### config.mk
export PLATFORM = sky130hd
export DESIGN_NAME = systolic_array_sequencer_flat
export DESIGN_NICKNAME = d
export VERILOG_FILES = /design/src/rtl/systolic_array_sequencer_if.sv /design/src/rtl/systolic_array_sequencer.sv /design/src/flat_wrapper.sv
export SDC_FILE = /design/constraint.sdc
export NUM_CORES = 1
export LEC_CHECK = 0
export BUFFER_PORTS_ARGS = -buffer_cell sky130_fd_sc_hd__buf_2
export CORE_MARGIN = 2
export CORE_UTILIZATION = 59
export DETAILED_ROUTE_END_ITERATION = 10
export MAX_ROUTING_LAYER = met4
export PLACE_DENSITY = 0.93
export SKIP_LAST_GASP = 1
export SLEW_MARGIN = 20
export SYNTH_ARGS = -nofsm -noshare
export SYNTH_HDL_FRONTEND = slang
export SYNTH_SLANG_ARGS = --single-unit
### constraint.sdc
create_clock -name CLK -period 3.4 [get_ports CLK]
set_input_delay 0.68 -clock CLK [delete_from_list [all_inputs] [get_ports CLK]]
set_output_delay 0.68 -clock CLK [all_outputs]
set_load 0.02 [all_outputs]
### src/rtl/systolic_array_sequencer_if.sv
// Row-addressed load request bus between the memory side and the systolic array sequencer.
interface systolic_array_sequencer_if #(
   parameter int unsigned ARRAY_DIM = 4
);
   logic                         weight_en;
   logic                         input_en;
   logic                         partial_en;
   logic [$clog2(ARRAY_DIM)-1:0] row_en;
   logic                         fifo_has_space;

   modport master (
      output weight_en, input_en, partial_en, row_en,
      input  fifo_has_space
   );

   modport slave (
      input  weight_en, input_en, partial_en, row_en,
      output fifo_has_space
   );
endinterface

### src/rtl/systolic_array_sequencer.sv
// Load/compute sequencer for the weight-stationary systolic array: collects a full tile of
// row loads, then steps MAC start/count/FIFO shift through one pass and tags exiting rows.
module systolic_array_sequencer #(
   parameter int unsigned ARRAY_DIM = 4,
   parameter int unsigned DATA_W    = 16,
   parameter int unsigned MAC_LAT   = 3
) (
   input  logic                         CLK,
   input  logic                         nRST,
   systolic_array_sequencer_if.slave    ld,
   output logic                         input_type,
   output logic                         weight_load,
   output logic [$clog2(ARRAY_DIM)-1:0] weight_row,
   output logic                         input_load,
   output logic [$clog2(ARRAY_DIM)-1:0] input_row,
   output logic                         partials_load,
   output logic [$clog2(ARRAY_DIM)-1:0] partials_row,
   output logic                         MAC_start,
   output logic                         MAC_count,
   output logic                         fifo_shift,
   output logic                         out_valid,
   output logic [$clog2(ARRAY_DIM)-1:0] row_out,
   output logic                         pass_done
);
   localparam int unsigned ROW_W     = $clog2(ARRAY_DIM);
   localparam int unsigned NUM_STEPS = 3 * ARRAY_DIM - 2;
   localparam int unsigned STEP_W    = $clog2(NUM_STEPS);
   localparam int unsigned OUT_FIRST = 2 * ARRAY_DIM - 2;
   localparam int unsigned LAT_W     = (MAC_LAT > 1) ? $clog2(MAC_LAT) : 1;

   localparam logic [1:0] LOAD  = 2'd0;
   localparam logic [1:0] START = 2'd1;
   localparam logic [1:0] COUNT = 2'd2;
   localparam logic [1:0] SHIFT = 2'd3;

   if (DATA_W == 0 || ARRAY_DIM < 2 || MAC_LAT < 1) begin : g_bad_param
      $error("systolic_array_sequencer: illegal parameter set");
   end

   logic [1:0]           state, state_d;
   logic [STEP_W-1:0]    step, step_d;
   logic [LAT_W-1:0]     lat, lat_d;
   logic [ARRAY_DIM-1:0] wmask, wmask_d, imask, imask_d, pmask, pmask_d;

   logic             fifo_has_space_d, input_type_d, weight_load_d, input_load_d, partials_load_d;
   logic             mac_start_d, mac_count_d, fifo_shift_d, out_valid_d, pass_done_d;
   logic [ROW_W-1:0] weight_row_d, input_row_d, partials_row_d, row_out_d;

   // Next state, counters, masks and the output values they imply for the next cycle.
   always_comb begin
      state_d          = state;
      step_d           = step;
      lat_d            = lat;
      wmask_d          = wmask;
      imask_d          = imask;
      pmask_d          = pmask;
      weight_load_d    = 1'b0;
      weight_row_d     = '0;
      input_load_d     = 1'b0;
      input_row_d      = '0;
      partials_load_d  = 1'b0;
      partials_row_d   = '0;
      fifo_has_space_d = 1'b0;
      mac_start_d      = 1'b0;
      mac_count_d      = 1'b0;
      fifo_shift_d     = 1'b0;
      out_valid_d      = 1'b0;
      row_out_d        = '0;
      pass_done_d      = 1'b0;

      case (state)
         LOAD: begin
            if (ld.weight_en) begin
               weight_load_d        = 1'b1;
               weight_row_d         = ld.row_en;
               wmask_d[ld.row_en]   = 1'b1;
            end else if (ld.input_en) begin
               input_load_d         = 1'b1;
               input_row_d          = ld.row_en;
               imask_d[ld.row_en]   = 1'b1;
            end else if (ld.partial_en) begin
               partials_load_d      = 1'b1;
               partials_row_d       = ld.row_en;
               pmask_d[ld.row_en]   = 1'b1;
            end
            if (&wmask && &imask && &pmask) state_d = START;
         end
         START: begin
            state_d = COUNT;
            lat_d   = '0;
         end
         COUNT: begin
            if (lat == LAT_W'(MAC_LAT - 1)) state_d = SHIFT;
            else                            lat_d   = lat + 1'b1;
         end
         SHIFT: begin
            if (step == STEP_W'(NUM_STEPS - 1)) begin
               step_d  = '0;
               wmask_d = '0;
               imask_d = '0;
               pmask_d = '0;
               state_d = LOAD;
            end else begin
               step_d  = step + 1'b1;
               state_d = START;
            end
         end
         default: state_d = LOAD;
      endcase

      input_type_d     = weight_load_d;
      fifo_has_space_d = (state_d == LOAD);
      mac_start_d      = (state_d == START);
      mac_count_d      = (state_d == COUNT);
      // Step only advances when leaving SHIFT, so it still names the step being shifted out.
      if (state_d == SHIFT) begin
         fifo_shift_d = 1'b1;
         pass_done_d  = (step == STEP_W'(NUM_STEPS - 1));
         if (step >= STEP_W'(OUT_FIRST)) begin
            out_valid_d = 1'b1;
            row_out_d   = ROW_W'(step - STEP_W'(OUT_FIRST));
         end
      end
   end

   always_ff @(posedge CLK or negedge nRST) begin
      if (!nRST) begin
         state             <= LOAD;
         step              <= '0;
         lat               <= '0;
         wmask             <= '0;
         imask             <= '0;
         pmask             <= '0;
         ld.fifo_has_space <= 1'b0;
         input_type        <= 1'b0;
         weight_load       <= 1'b0;
         weight_row        <= '0;
         input_load        <= 1'b0;
         input_row         <= '0;
         partials_load     <= 1'b0;
         partials_row      <= '0;
         MAC_start         <= 1'b0;
         MAC_count         <= 1'b0;
         fifo_shift        <= 1'b0;
         out_valid         <= 1'b0;
         row_out           <= '0;
         pass_done         <= 1'b0;
      end else begin
         state             <= state_d;
         step              <= step_d;
         lat               <= lat_d;
         wmask             <= wmask_d;
         imask             <= imask_d;
         pmask             <= pmask_d;
         ld.fifo_has_space <= fifo_has_space_d;
         input_type        <= input_type_d;
         weight_load       <= weight_load_d;
         weight_row        <= weight_row_d;
         input_load        <= input_load_d;
         input_row         <= input_row_d;
         partials_load     <= partials_load_d;
         partials_row      <= partials_row_d;
         MAC_start         <= mac_start_d;
         MAC_count         <= mac_count_d;
         fifo_shift        <= fifo_shift_d;
         out_valid         <= out_valid_d;
         row_out           <= row_out_d;
         pass_done         <= pass_done_d;
      end
   end
endmodule

### src/flat_wrapper.sv
// flat-port wrapper written by rule: the top's interface ports become plain ports
module systolic_array_sequencer_flat 
#(
   parameter int unsigned ARRAY_DIM = 4,
   parameter int unsigned DATA_W    = 16,
   parameter int unsigned MAC_LAT   = 3
)
  (CLK, nRST, input_type, weight_load, weight_row, input_load, input_row, partials_load, partials_row, MAC_start, MAC_count, fifo_shift, out_valid, row_out, pass_done, ld_weight_en, ld_input_en, ld_partial_en, ld_row_en, ld_fifo_has_space);
  systolic_array_sequencer_if #(.ARRAY_DIM(ARRAY_DIM)) ld_i ();
  input  logic CLK;
  input  logic nRST;
  output logic input_type;
  output logic weight_load;
  output logic [$clog2(ARRAY_DIM)-1:0] weight_row;
  output logic input_load;
  output logic [$clog2(ARRAY_DIM)-1:0] input_row;
  output logic partials_load;
  output logic [$clog2(ARRAY_DIM)-1:0] partials_row;
  output logic MAC_start;
  output logic MAC_count;
  output logic fifo_shift;
  output logic out_valid;
  output logic [$clog2(ARRAY_DIM)-1:0] row_out;
  output logic pass_done;
  input wire logic [$bits(ld_i.weight_en)-1:0] ld_weight_en;
  input wire logic [$bits(ld_i.input_en)-1:0] ld_input_en;
  input wire logic [$bits(ld_i.partial_en)-1:0] ld_partial_en;
  input wire logic [$bits(ld_i.row_en)-1:0] ld_row_en;
  output wire logic [$bits(ld_i.fifo_has_space)-1:0] ld_fifo_has_space;
  assign ld_i.weight_en = ld_weight_en;
  assign ld_i.input_en = ld_input_en;
  assign ld_i.partial_en = ld_partial_en;
  assign ld_i.row_en = ld_row_en;
  assign ld_fifo_has_space = ld_i.fifo_has_space;
  systolic_array_sequencer #(.ARRAY_DIM(ARRAY_DIM), .DATA_W(DATA_W), .MAC_LAT(MAC_LAT)) u_core (.CLK(CLK), .nRST(nRST), .ld(ld_i), .input_type(input_type), .weight_load(weight_load), .weight_row(weight_row), .input_load(input_load), .input_row(input_row), .partials_load(partials_load), .partials_row(partials_row), .MAC_start(MAC_start), .MAC_count(MAC_count), .fifo_shift(fifo_shift), .out_valid(out_valid), .row_out(row_out), .pass_done(pass_done));
endmodule
# ---- Yosys cells after proc, flatten, opt, wreduce, memory -nomap -nowiden
# Cells that the tools add are included.
dict set report op_classes {
  n_bitwise 3
  addsub 3
  magnitude_cmp 3
  n_reduce_logical 14
  n_mux 43
  n_eq_ne 15
}
# cell count
set ops {}
lappend ops {{two-way mux 4 bit} 8}
lappend ops {{two-way mux 2 bit} 14}
lappend ops {{case mux 4 bit (2 select lines)} 3}
lappend ops {{AND reduction 4 bit} 4}
lappend ops {{two-way mux 1 bit} 15}
lappend ops {{!= test 2 bit, second input constant} 6}
lappend ops {{OR 4 bit} 3}
lappend ops {{equality test 2 bit, second input constant} 5}
lappend ops {{case mux 2 bit (4 select lines)} 1}
lappend ops {{AND reduction 5 bit} 1}
lappend ops {{adder 4 x 1 -> 4 bit, second input constant} 1}
lappend ops {{equality test 2 x 1 -> 1 bit, second input constant} 2}
lappend ops {{equality test 4 bit, second input constant} 1}
lappend ops {{greater-or-equal comparator 4 x 3 -> 1 bit, second input constant} 1}
lappend ops {{zero test 2 bit} 2}
lappend ops {{case mux 2 bit (2 select lines)} 1}
lappend ops {{nonzero test 2 bit} 2}
lappend ops {{logical AND 1 bit} 3}
lappend ops {{less-than comparator 2 x 3 -> 1 bit, second input constant} 1}
lappend ops {{AND reduction 3 bit} 1}
lappend ops {{adder 2 x 1 -> 2 bit, second input constant} 1}
lappend ops {{demux 1 bit (select 2 bit)} 1}
lappend ops {{greater-or-equal comparator 2 x 1 -> 1 bit, second input constant} 1}
lappend ops {{!= test 2 x 1 -> 1 bit, second input constant} 1}
lappend ops {{other kinds (2)} 2}
dict set report totals {
  in_bits 7
  output_inout_bits 18
  wordCells 100
  regBits 37
}

# ---- Depth between registers and ports, before layout
dict set report logic_depth {
  depth_word 9
  mapped_depth 7
  mapped_depth_nobuf 6
}

# ---- Worst setup path before layout
# Ideal clock, no wire load.
dict set report synth_timing {
  path_type {in2reg}
  from {input ld_input_en}
  to {register u_core.pmask[0]}
  n_path_buf 0
  slack_ns 1.835
  setup_time_ns 0.138
  path_stages 4
  arrival_ns 1.427
  required_time_ns 3.262
  path_cell_list {nand2b_1 -> o21ai_0 -> and2_4 -> a21oi_1}
}
dict set report synth_via {
  elab_chain_len 2
}
# item line
set synth_rtl {}
lappend synth_rtl {{from (decl)} flat_wrapper.sv:26} ;# input wire logic [$bits(ld_i.input_en)-1:0] ld_input_en;
lappend synth_rtl {{!= test 2 bit (no source line)} --}
lappend synth_rtl {{AND reduction 5 bit (no source line)} --}
lappend synth_rtl {{to (signal assigned)} systolic_array_sequencer.sv:154} ;# pmask <= pmask_d;
lappend synth_rtl {{to (decl)} systolic_array_sequencer.sv:43} ;# logic [ARRAY_DIM-1:0] wmask, wmask_d, imask, imask_d, pmask, pmask_d;
# No other way between the ends.
# A chain may end at the register's enable or synchronous reset.

# ---- Worst setup path after layout
dict set report layout_timing {
  from {register u_core.state[0]}
  to {register u_core.wmask[3]}
}
dict set report layout_via {
  elab_chain_len 3
  word_cells_on_any_way 7
  classes_between {eq/ne: 3; mux: 1; reduce/logical: 3}
}
# item line
set layout_rtl {}
lappend layout_rtl {{from (decl)} systolic_array_sequencer.sv:40} ;# logic [1:0] state, state_d;
lappend layout_rtl {{from (signal assigned)} systolic_array_sequencer.sv:149} ;# state <= state_d;
lappend layout_rtl {{equality test 2 bit or zero test 2 bit (tied branches)} systolic_array_sequencer.sv:71} ;# case (state)
lappend layout_rtl {{!= test 2 x 1 -> 1 bit (no source line) (tied with other cells)} --}
lappend layout_rtl {{AND reduction 3 bit (no source line)} --}
lappend layout_rtl {{to (signal assigned)} systolic_array_sequencer.sv:152} ;# wmask <= wmask_d;
lappend layout_rtl {{to (decl)} systolic_array_sequencer.sv:43}
# Several ways; a longest one is shown, not always the timed one.

==> flow_summary.json <==
{
  "status": "complete, no violations",
  "drt-met1-wl_um": 1250,
  "cp-end-kind": "flip-flop",
  "clk_pin_slew_worst_paths_ns": 0.11,
  "hold_viol_final": 0,
  "yosys_warnings": 0,
  "dr.pass1.iters": 4,
  "r2r_cells": 6,
  "fill_cells": 161,
  "cp_data_required_time_ns": 3.63,
  "power_density_nw_per_um2": 979,
  "finalSetupViolations": 0,
  "synthTopCellsByCount": "37 x dfrtp_1, 12 x nand2_1, 10 x a31oi_1, 9 x o21ai_0, 7 x inv_1",
  "holdBufCountCts": 0,
  "synth_area_leaders": "dfrtp_1 58%, ha_1 4.7%, a31oi_1 3.9%, o21ai_0 2.8%, nand2_1 2.8%",
  "multiInputGateArea_um2": 606,
  "grt_pass1_wl_um": 5000,
  "ctsHtreeMaxLevel": 2,
  "wl_per_cell_um": 14.9,
  "relSlewSlack_pct": 48.4,
  "fmax_ghz": 0.543,
  "synth_top_area_cell": "dfrtp_1",
  "vias_per_cell": 5.75,
  "drc": 0,
  "seq_area_frac_synth_pct": 58.5,
  "antenna_found_initial": 0,
  "synth.most_common_cell": "dfrtp_1",
  "reg2reg_from": "u_core.state[0]",
  "nets": 179,
  "rrSetupSlack_ns": 1.56,
  "timing.final.crit_share_pct": 54.2,
  "dr_total_vias": 1133,
  "track_usage_pct": 21.5,
  "cp.arrival_ns": 2.07,
  "cts_buffers": 5,
  "slew_viol_final": 0,
  "crit_type": "reg -> reg",
  "ant_nets": 0,
  "drtIter0Drc": 50,
  "syn-num-nets": 151,
  "yosys.area.top_type_share_pct": 58.5,
  "synth_edf_count": 0,
  "diodes": 0,
  "numPortBuffers": 24,
  "finalCriticalPeriod_ns": 1.84,
  "rsz0062_at_grt": "no",
  "timing.hold.ws_ns": 0.403,
  "worst_pin_slew_ns": 0.774,
  "root_buffer": "clkbuf_4",
  "crit_end": "u_core.wmask[3]",
  "grt_max_degree": 38,
  "io_pins": 25,
  "clock_sinks": 37,
  "ys_dominant_reg_cell": "dfrtp_1",
  "syn_area_um2": 1580,
  "routed_wl_um": 2940,
  "die_x_um": 55.8,
  "first_global_vias": 1107,
  "fin_skew_ns": 0.00817,
  "gp_congestion": 0.856,
  "yosysUniqueCellTypes": 34,
  "clk-insertion-delay-late_ns": 0.35,
  "worstSetupStartpointType": "flip-flop",
  "cts_setup_buffers": 0,
  "synthArstFlopShare_pct": 100,
  "clk_path_buf_depth": 2,
  "ys_seq_elements": 37,
  "wl_met2_um": 1430,
  "core_um2": 2500,
  "max-vdd-ir-drop_mv": 0.598,
  "areaGrowthSynthToFinish_pct": 12.7,
  "post_cts_resized": 0,
  "seq_area_um2": 926,
  "die_area_um2": 3120,
  "r2r-end": "u_core.wmask[3]",
  "wl_met3_um": 185,
  "post-dp-hpwl_um": 2120,
  "tns_ns": 0,
  "synth_cells": 138,
  "hold_path.class": "in -> async",
  "top_layer": "met4",
  "worstSetupStartpoint": "u_core.state[0]",
  "die_h_um": 55.8,
  "initial_core_util_pct": 63.4,
  "syn_avg_cell_area_um2": 11.5,
  "fp-row-count": 18,
  "cts_tree": "done",
  "grt_overflow_total": 0,
  "cap_violations": 0,
  "path_max_fanout": 8,
  "leakagePower_nw": 0.924,
  "drive_above_1_share_pct": 22.2
}
## layer usage
layer	GRT usage (%)	up-vias
met4	8.84	0
met5	-	-
met1	25.9	548
met2	33.5	33
li1	-	542
met3	6.98	10
## worst min-delay path by stage
| stage | start | to | slack, ns | depth (start not counted) |
|---|---|---|---|---|
| floorplan | nRST | u_core.MAC_count | 0.38 | 0 |
| global placement | u_core.wmask[1] | u_core.wmask[1] | 0.47 | 2 |
| detailed placement | u_core.wmask[1] | u_core.wmask[1] | 0.48 | 2 |
| CTS | nRST | u_core.imask[3] | 0.43 | 1 |
| global route | nRST | u_core.imask[3] | 0.46 | 1 |
| finish | nRST | u_core.step[3] | 0.40 | 1 |
## power breakdown
group          internal, mW  total, mW  switching, mW
Clock                 0.120      0.257          0.137
Combinational         0.307      0.771          0.464
Sequential            0.610      0.720          0.110
## state kept, by name, summed over array words and instances (netlist names), 2 cells and up
signal,flops
u_core.state,2
u_core.pmask,4
u_core.step,4
u_core.weight_row,2
u_core.row_out,2
u_core.input_row,2
u_core.wmask,4
u_core.partials_row,2
u_core.lat,2
u_core.imask,4
## critical path, cell delays in order, from the launching register on
cell	delay [ns]
dfrtp_1	0.46
inv_1	0.11
ha_1	0.39
inv_1	0.17
nand4_1	0.29
nand3_1	0.19
o21ai_0	0.10
## area by class of cell
type,instances,share of cell area (%)
flip-flops and latches,37,51.9
multi-input cells,91,33.9
clock inverters,1,0.280
clock buffers,7,3.64
inverters,7,1.47
well taps,30,2.10
repair buffers,24,6.73
## metrics by stage
step | total power, mW | util [%] | setup WS [ns] | instances | area (um2)
after detailed placement | 1.49 | 68.6 | 1.50 | 189 | 1720
final | 1.75 | 71.4 | 1.56 | 197 | 1790
after floorplan | 1.32 | - | 1.83 | 138 | 1580
after global placement | 1.42 | 68.6 | 1.65 | 189 | 1720
after global routing | 1.87 | 71.4 | 1.42 | 197 | 1790
after CTS | 1.75 | 71.4 | 1.56 | 197 | 1790
## cell families (layout without fill, tap and decap cells)
logic type	count (synthesis)	count (layout)	share of synthesized area [%]
AO/OA/AOI/OAI	33	33	14.3
XOR/XNOR	3	3	1.66
adder cells (fa/ha/maj)	6	6	4.74
buffers and inverters	10	39	3.32
flip-flops	37	37	58.5
AND/OR/NAND/NOR	49	49	17.5
## layout by cell type, fill, tap and decap left out, types with 2 or more instances in the layout
| cell | synthesis | routed |
|---|---|---|
| a21o_1 | 2 | 2 |
| a21oi_1 | 4 | 4 |
| a31oi_1 | 10 | 10 |
| a41oi_1 | 2 | 2 |
| and2_1 | 5 | 5 |
| and3_1 | 6 | 6 |
| buf_2 | 0 | 24 |
| clkbuf_4 | 0 | 5 |
| clkbuf_8 | 0 | 2 |
| dfrtp_1 | 37 | 37 |
| ha_1 | 6 | 6 |
| inv_1 | 7 | 7 |
| nand2_1 | 12 | 12 |
| nand2b_1 | 2 | 2 |
| nand3_1 | 2 | 2 |
| nand4_1 | 4 | 4 |
| nor2_1 | 6 | 6 |
| nor2b_1 | 4 | 4 |
| nor3_1 | 2 | 2 |
| o21ai_0 | 9 | 9 |
| xnor2_1 | 2 | 2 |
(Power assumes the default switching activity.)
